==> config.mk <==
export PLATFORM = sky130hd
export DESIGN_NAME = neuron_mac_unit
export DESIGN_NICKNAME = d
export VERILOG_FILES = /design/src/rtl/nn_pkg.sv /design/src/rtl/nn_requant.sv /design/src/rtl/neuron_mac_unit.sv
export SDC_FILE = /design/constraint.sdc
export NUM_CORES = 1
export LEC_CHECK = 0
export ABC_AREA = 1
export CAP_MARGIN = 40
export CORE_ASPECT_RATIO = 1.25
export CORE_MARGIN = 2
export CORE_UTILIZATION = 65
export CTS_BUF_LIST = sky130_fd_sc_hd__clkbuf_16
export DETAILED_ROUTE_END_ITERATION = 12
export PLACE_DENSITY = 0.84
export REMOVE_ABC_BUFFERS = 1
export SYNTH_ARGS = -nofsm -noshare
export SYNTH_HDL_FRONTEND = slang
export SYNTH_HIERARCHICAL = 1
export SYNTH_SLANG_ARGS = --single-unit
==> constraint.sdc <==
create_clock -name CLK -period 8.7 [get_ports CLK]
set_clock_uncertainty 0.2 [all_clocks]
set_input_delay 1.305 -clock CLK [delete_from_list [all_inputs] [get_ports CLK]]
set_output_delay 1.305 -clock CLK [all_outputs]
set_load 0.1 [all_outputs]
==> src/rtl/nn_pkg.sv <==
// Shared types and constants for the neuron datapath: Q-format widths, FSM states,
// and the saturation helper used by the requantiser.
package nn_pkg;

  localparam int N_INPUTS  = 28;
  localparam int ADDR_W    = 5;
  localparam int DATA_W    = 16;
  localparam int FRAC_BITS = 8;
  localparam int ACC_W     = 40;

  typedef enum logic [2:0] {IDLE, FETCH, RUN, BIAS, SCALE, OUT} state_t;

  // Clamp a sign-extended value to the signed range of a dw-bit word.
  function automatic logic signed [63:0] sat_to_data(input logic signed [63:0] v, input int dw);
    logic signed [63:0] hi, lo;
    hi = (64'sd1 <<< (dw - 1)) - 64'sd1;
    lo = -(64'sd1 <<< (dw - 1));
    if (v > hi) return hi;
    if (v < lo) return lo;
    return v;
  endfunction

endpackage

==> src/rtl/nn_requant.sv <==
// Accumulator-to-output requantiser: drop the fractional bits (floor), saturate to
// DATA_W, optionally clamp negatives to zero. Purely combinational.
module nn_requant #(
  parameter int DATA_W    = 16,
  parameter int FRAC_BITS = 8,
  parameter int ACC_W     = 40,
  parameter int RELU      = 1
) (
  input  logic signed [ACC_W-1:0]  acc,
  output logic signed [DATA_W-1:0] res
);

  logic signed [ACC_W-1:0] sh;

  assign sh = acc >>> FRAC_BITS;

  always_comb begin
    res = DATA_W'(nn_pkg::sat_to_data(64'(sh), DATA_W));
    // Saturated value is in range, so its own sign bit is the sign of the result.
    if (RELU != 0 && res[DATA_W-1]) res = '0;
  end

endmodule

==> src/rtl/neuron_mac_unit.sv <==
// One neuron: streams activations against weights from an external BRAM, accumulates,
// adds bias, requantises and hands the result to the next layer.
module neuron_mac_unit #(
  parameter int N_INPUTS  = nn_pkg::N_INPUTS,
  parameter int ADDR_W    = nn_pkg::ADDR_W,
  parameter int DATA_W    = nn_pkg::DATA_W,
  parameter int FRAC_BITS = nn_pkg::FRAC_BITS,
  parameter int ACC_W     = nn_pkg::ACC_W,
  parameter int RELU      = 1
) (
  input  logic              CLK,
  input  logic              RST,
  input  logic              start,
  input  logic [DATA_W-1:0] bias,
  input  logic [DATA_W-1:0] in_data,
  input  logic              in_valid,
  output logic              in_ready,
  output logic [ADDR_W-1:0] w_addr,
  output logic              w_en,
  output logic              w_we,
  input  logic [DATA_W-1:0] w_data,
  output logic [DATA_W-1:0] out_data,
  output logic              out_valid,
  input  logic              out_ready,
  output logic              busy
);
  import nn_pkg::*;

  localparam logic [ADDR_W-1:0] LAST = ADDR_W'(N_INPUTS - 1);

  state_t                     state, state_nx;
  logic [ADDR_W-1:0]          idx;
  logic signed [ACC_W-1:0]    acc;
  logic signed [DATA_W-1:0]   bias_r, rq;
  logic signed [2*DATA_W-1:0] prod;
  logic                       xfer;

  assign prod     = $signed(in_data) * $signed(w_data);
  assign in_ready = (state == RUN);
  assign xfer     = in_ready && in_valid;
  assign busy     = (state != IDLE);
  assign w_we     = 1'b0;

  always_comb begin
    state_nx = state;
    case (state)
      IDLE:    if (start) state_nx = FETCH;
      FETCH:   state_nx = RUN;
      RUN:     if (xfer && idx == LAST) state_nx = BIAS;
      BIAS:    state_nx = SCALE;
      SCALE:   state_nx = OUT;
      OUT:     if (out_ready) state_nx = IDLE;
      default: state_nx = IDLE;
    endcase
  end

  always_ff @(posedge CLK) begin
    if (RST) begin
      state     <= IDLE;
      idx       <= '0;
      acc       <= '0;
      bias_r    <= '0;
      w_addr    <= '0;
      w_en      <= 1'b0;
      out_data  <= '0;
      out_valid <= 1'b0;
    end else begin
      state <= state_nx;
      w_en  <= 1'b0;
      case (state)
        IDLE: if (start) begin
          bias_r <= bias;
          acc    <= '0;
          idx    <= '0;
          w_addr <= '0;
          w_en   <= 1'b1;
        end
        RUN: if (xfer) begin
          acc <= acc + ACC_W'(prod);
          // Prefetch the next weight so it lands exactly when the next activation can.
          if (idx < LAST) begin
            idx    <= idx + 1'b1;
            w_addr <= idx + 1'b1;
            w_en   <= 1'b1;
          end
        end
        BIAS:  acc <= acc + (ACC_W'(bias_r) <<< FRAC_BITS);
        SCALE: begin
          out_data  <= rq;
          out_valid <= 1'b1;
        end
        OUT:   if (out_ready) out_valid <= 1'b0;
        default: ;
      endcase
    end
  end

  nn_requant #(
    .DATA_W(DATA_W), .FRAC_BITS(FRAC_BITS), .ACC_W(ACC_W), .RELU(RELU)
  ) u_rq (
    .acc(acc),
    .res(rq)
  );

endmodule

* Word-level counts from Yosys, hierarchy flattened
Index checks and enable logic that the tools add are counted.
** Storage, ports and cells
- Flip-flop bits (word level) :: 82
- Bits of input ports :: 53
- Output and inout port bits :: 26
- Logic and storage cells :: 62
** Cells by class
- $add $sub $neg :: 3
- Multipliers :: 1
- Order comparisons :: 3
- Eq/ne operators :: 11
- Muxes and demuxes :: 25
- Reduce and logical (&&, ||, !) cells :: 12
** Operators by type and width (count)
- one-hot mux 40 bit (3 select lines) :: 1
- 2-to-1 mux 40 bit :: 2
- 2-to-1 mux 16 bit :: 4
- adder 40 x 24 -> 40 bit :: 1
- adder 40 x 32 -> 40 bit :: 1
- > comparator 32 x 16 -> 1 bit, second input constant :: 1
- less-than comparator 32 x 16 -> 1 bit, second input constant :: 1
- multiplier 16 x 16 -> 32 bit :: 1
- one-hot mux 3 bit (6 select lines) :: 1
- 2-to-1 mux 15 bit :: 1
- 2-to-1 mux 5 bit :: 3
- one-hot mux 5 bit (2 select lines) :: 1
- 2-to-1 mux 3 bit :: 3
- 2-to-1 mux 1 bit :: 7
- equality test 3 x 2 -> 1 bit, second input constant :: 2
- equality test 3 bit, second input constant :: 2
- inequality test 2 x 1 -> 1 bit, second input constant :: 3
- AND reduction 3 bit :: 2
- nonzero test 3 bit :: 2
- adder 5 x 1 -> 5 bit, second input constant :: 1
- equality test 5 bit, second input constant :: 1
- less-than comparator 5 bit, second input constant :: 1
- inequality test 2 bit, second input constant :: 2
- one-hot mux 1 bit (2 select lines) :: 2
- other kinds (6) :: 9

* Depth between registers and ports, before layout
- Word-level depth :: 6
- Gate-level depth with buffers :: 32
- Gate-level depth less buffers :: 30

* By module
The synthesis kept the hierarchy.
** Modules (own cells, without submodules)
- neuron_mac_unit :: times used 1, cells an instance 2757, area each 19183.4 um^2, seq. area each 1641.6 um^2
- nn_requant :: times used 1, cells an instance 52, area each 212.7 um^2, seq. area each 0.0 um^2

* Worst setup path before layout
Ideal clock, no wire load.
- Path kind :: input port to flip-flop
- Start point :: in w_data[3]
- End point :: reg acc[35]
- Library setup time :: 109 ps
- Data arrival time :: 6765 ps
- Data required time :: 8391 ps
- Path slack :: 1626 ps
- Stages :: 26
- Path buffers :: 2
- Cell sequence :: clkbuf_1 > clkbuf_1 > nand2_1 > inv_1 > fa_1 > fa_1 > inv_1 > fa_1 > fa_1 > inv_1 > fa_1 > inv_1 > fa_1 > inv_1 > ha_1 > nand2_1 > nand2_1 > o21bai_1 > inv_1 > o21ai_0 > a21oi_1 > nand3b_1 > nand3_1 > nand3_1 > nand2_1 > inv_1
** On the way
- Cells in the longest elaborated chain, start to end :: 4
** RTL lines
- start, declared :: RTL line neuron_mac_unit.sv:21 : input logic [DATA_W-1:0] w_data,
- multiplier 16 x 16 -> 32 bit :: RTL line neuron_mac_unit.sv:38 : assign prod = $signed(in_data) * $signed(w_data);
- adder 40 x 32 -> 40 bit :: RTL line neuron_mac_unit.sv:79 : acc <= acc + ACC_W'(prod);
- 2-to-1 mux 40 bit :: RTL line neuron_mac_unit.sv:78 : RUN: if (xfer) begin
- one-hot mux 40 bit (3 select lines) :: RTL line neuron_mac_unit.sv:70 : case (state)
- end signal, assigned :: RTL line neuron_mac_unit.sv:79
- end signal, assigned :: RTL line neuron_mac_unit.sv:87 : BIAS: acc <= acc + (ACC_W'(bias_r) <<< FRAC_BITS);
- end, declared :: RTL line neuron_mac_unit.sv:33 : logic signed [ACC_W-1:0] acc;
No other way between the ends. The select of a mux whose other input is x is not followed.
A chain may end at the register's enable or synchronous reset.

* Worst setup path after layout
- Start point :: in in_data[15]
- End point :: reg acc[38]
** On the way
- Cells in the longest elaborated chain, start to end :: 4
** RTL lines
- start, declared :: RTL line neuron_mac_unit.sv:15 : input logic [DATA_W-1:0] in_data,
- multiplier 16 x 16 -> 32 bit :: RTL line neuron_mac_unit.sv:38
- adder 40 x 32 -> 40 bit :: RTL line neuron_mac_unit.sv:79
- 2-to-1 mux 40 bit :: RTL line neuron_mac_unit.sv:78
- one-hot mux 40 bit (3 select lines) :: RTL line neuron_mac_unit.sv:70
No other way between the ends. The select of a mux whose other input is x is not followed.

==> reports/metrics.cfg <==
[clock_network]
cts_num_sinks = 82
clockRootBuffer = clkbuf_16
tritoncts = yes
clk_pin_slew_worst_paths_ns = 0.07
ctsResizeCount = 0
post_cts_buffers = 0
cts_buffers = 9
worstSkewPairLatency_ns = 0.35
htreeDepth = 3
ctsHoldBuffers = 0
clk_path_buf_depth = 2

[detailed_routing]
drcViolationCount = 0
ant_nets = 0
dr.pass1.iters = 9
wire_per_inst_microns = 17.1
wl_microns = 55700
vias = 17700
avgViaCountPerCell = 5.43
drt_iter0_drc = 1401

[worst_setup_path]
crit_path_max_incr_delay_ns = 0.80
critPathCaptureType = flop
start_kind = primary input
cp.arrival_ns = 8.07
crit_family = adder cells
required_ns = 8.75
critical_path_class = in2reg
worstPathBufferInverterCount = 7
crit_path_max_fanout = 16
worst_path_max_delay_cell = clkdlybuf4s50_1

[synthesis]
synth_fa_ha_area_share_pct = 43.6
avgSynthCellArea_sq_um = 6.90
yosysSeqAreaShare_pct = 8.46
synth_mux_area_share_pct = 0
synthDistinctLibCells = 40
synthXorXnorAreaFrac_pct = 0.406
synth_top_family_by_area = adder cells
synth_compound_area_share_pct = 6.66
yosysWarnings = 6
ys_ff_latch = 82
syn_inst = 2809
mappedNetlistArea_sq_um = 19400
synth-simple-area-share_pct = 24.0

[floorplan]
dieArea_sq_um = 31200
rows = 70
ios = 79
die_h_microns = 197
die_x_microns = 159
coreArea_sq_um = 29300
start_util_pct = 66.1

[place]
place_ws_ns = 0.339
port_buffers = 77
gp_congestion = 0.960
dp.cells = 3242
dp_hpwl_microns = 48000

[timing]
drv_slew = 0
worst_slack_ns = 0.673
tns_ns = 0
setup_viol = 0
fmax_mhz = 125
slew_headroom_pct = 41.5
rsz0062_at_grt = no
hold_viol_final = 0
min_period_ns = 8.03
finalCritPeriodShare_pct = 92.3
worst_slew_pin_slew_ns = 0.875

[global_routing]
antenna_found_initial = 0
grt.total_usage_pct = 37.3
overflow = 0
grt_max_degree = 59
grt_pass1_vias = 18700
grt_pass1_wl_microns = 91100

[hold_path]
hold_class = reg2reg

[finish]
fillers = 2312
final_cell_mix = inv_1, nand2_1, fa_1
fin_util_pct = 72.7
drive_gt1_share_pct = 3.39
area_growth_pct = 9.93
multi_input_area_sq_um = 14500
final_nets = 3388
final_cells = 3258
n_antenna_cell = 0
layout_commonest_cell = inv_1
regArea_sq_um = 1640

[status]
status = finished clean

[job]
drv_cap = 0

## cell usage after synthesis
master / instances / area share, %
a31oi_1: 9 / 0.29
o21bai_1: 13 / 0.50
a31oi_2: 1 / 0.064
or2_1: 2 / 0.064
nor2_2: 2 / 0.064
buf_1: 4 / 0.077
a21oi_1: 100 / 2.6
conb_1: 2 / 0.039
or2_2: 10 / 0.32
clkbuf_1: 74 / 1.4
fa_1: 331 / 34
nand3b_1: 13 / 0.50
xor2_1: 5 / 0.23
nor3b_1: 1 / 0.039
nand2_2: 1 / 0.032
nor3_1: 12 / 0.31
buf_2: 6 / 0.15
nand4_1: 17 / 0.55
ha_1: 147 / 9.5
buf_6: 5 / 0.29
xnor2_1: 4 / 0.18
dfxtp_1: 82 / 8.5
buf_4: 3 / 0.12
inv_2: 8 / 0.15
o21ai_2: 1 / 0.045
a221oi_1: 1 / 0.045
nand3b_4: 1 / 0.10
nand3_2: 1 / 0.052
o21a_1: 13 / 0.50
nor2_1: 224 / 4.3
nand2_1: 743 / 14
o2111ai_1: 1 / 0.045
and2_1: 2 / 0.064
nand3_1: 113 / 2.9
nor2_4: 3 / 0.17
o21ai_0: 98 / 2.5
clkinv_1: 1 / 0.019
nor3_4: 1 / 0.084
inv_1: 752 / 15
o21ai_1: 2 / 0.052
## sequential cells by signal (all words and copies together), names as in the netlist
signal and cells:
acc 40, bias_r 16, idx 5, out_data 16, out_valid 1, state 3
w_en 1
## final cells by class
| class | count | share of cell area, % |
|---|---|---|
| Multi-Input combinational cell | 1874 | 68.0 |
| Sequential cell | 82 | 7.70 |
| Clock buffer | 9 | 1.06 |
| Inverter | 761 | 13.4 |
| Timing Repair Buffer | 129 | 6.91 |
| Clock inverter | 7 | 0.622 |
| Tap cell | 396 | 2.32 |
## tightest hold or removal path, stage by stage (launching register included)
cell and delay (ns):
dfxtp_1 0.33, nor2_1 0.05, nor2_1 0.08
## per-stage QoR
step / instance area, sq um / hold WS, ns
floorplan: 19000 / 0.260
global placement: 20400 / 0.256
detailed placement: 21000 / 0.279
CTS: 21300 / 0.297
global route: 21300 / 0.310
finish: 21300 / 0.298
## worst paths after layout
kind | from | to | slack (ns) | cells after the start
min | out_data[4] | out_data[4] | 0.30 | 2
min reg2reg | out_data[4] | out_data[4] | 0.30 | 2
max reg2reg | acc[15] | acc[33] | 3.47 | 23
max | in_data[15] | acc[38] | 0.67 | 25
## per-layer routing
| metal | share of wire [%] | global-route usage (%) |
|---|---|---|
| met4 | 5.8 | 19.2 |
| met1 | 37 | 43.4 |
| met3 | 5.6 | 4.56 |
| met5 | 0 | 0 |
| met2 | 52 | 67.1 |
## kinds of logic (layout without fill, tap and decap cells)
| group | after synthesis | in the layout |
|---|---|---|
| and+or+nand+nor | 1146 | 1146 |
| buffers and inverters | 853 | 906 |
| adders and majority gates | 478 | 478 |
| AOI/OAI and AO/OA | 239 | 239 |
| DFF | 82 | 82 |
| xor gates and xnor gates | 9 | 9 |
| other | 2 | 2 |
Power is not shown: default switching activity piles up to over one toggle a cycle in this logic, so the estimate is an artifact.
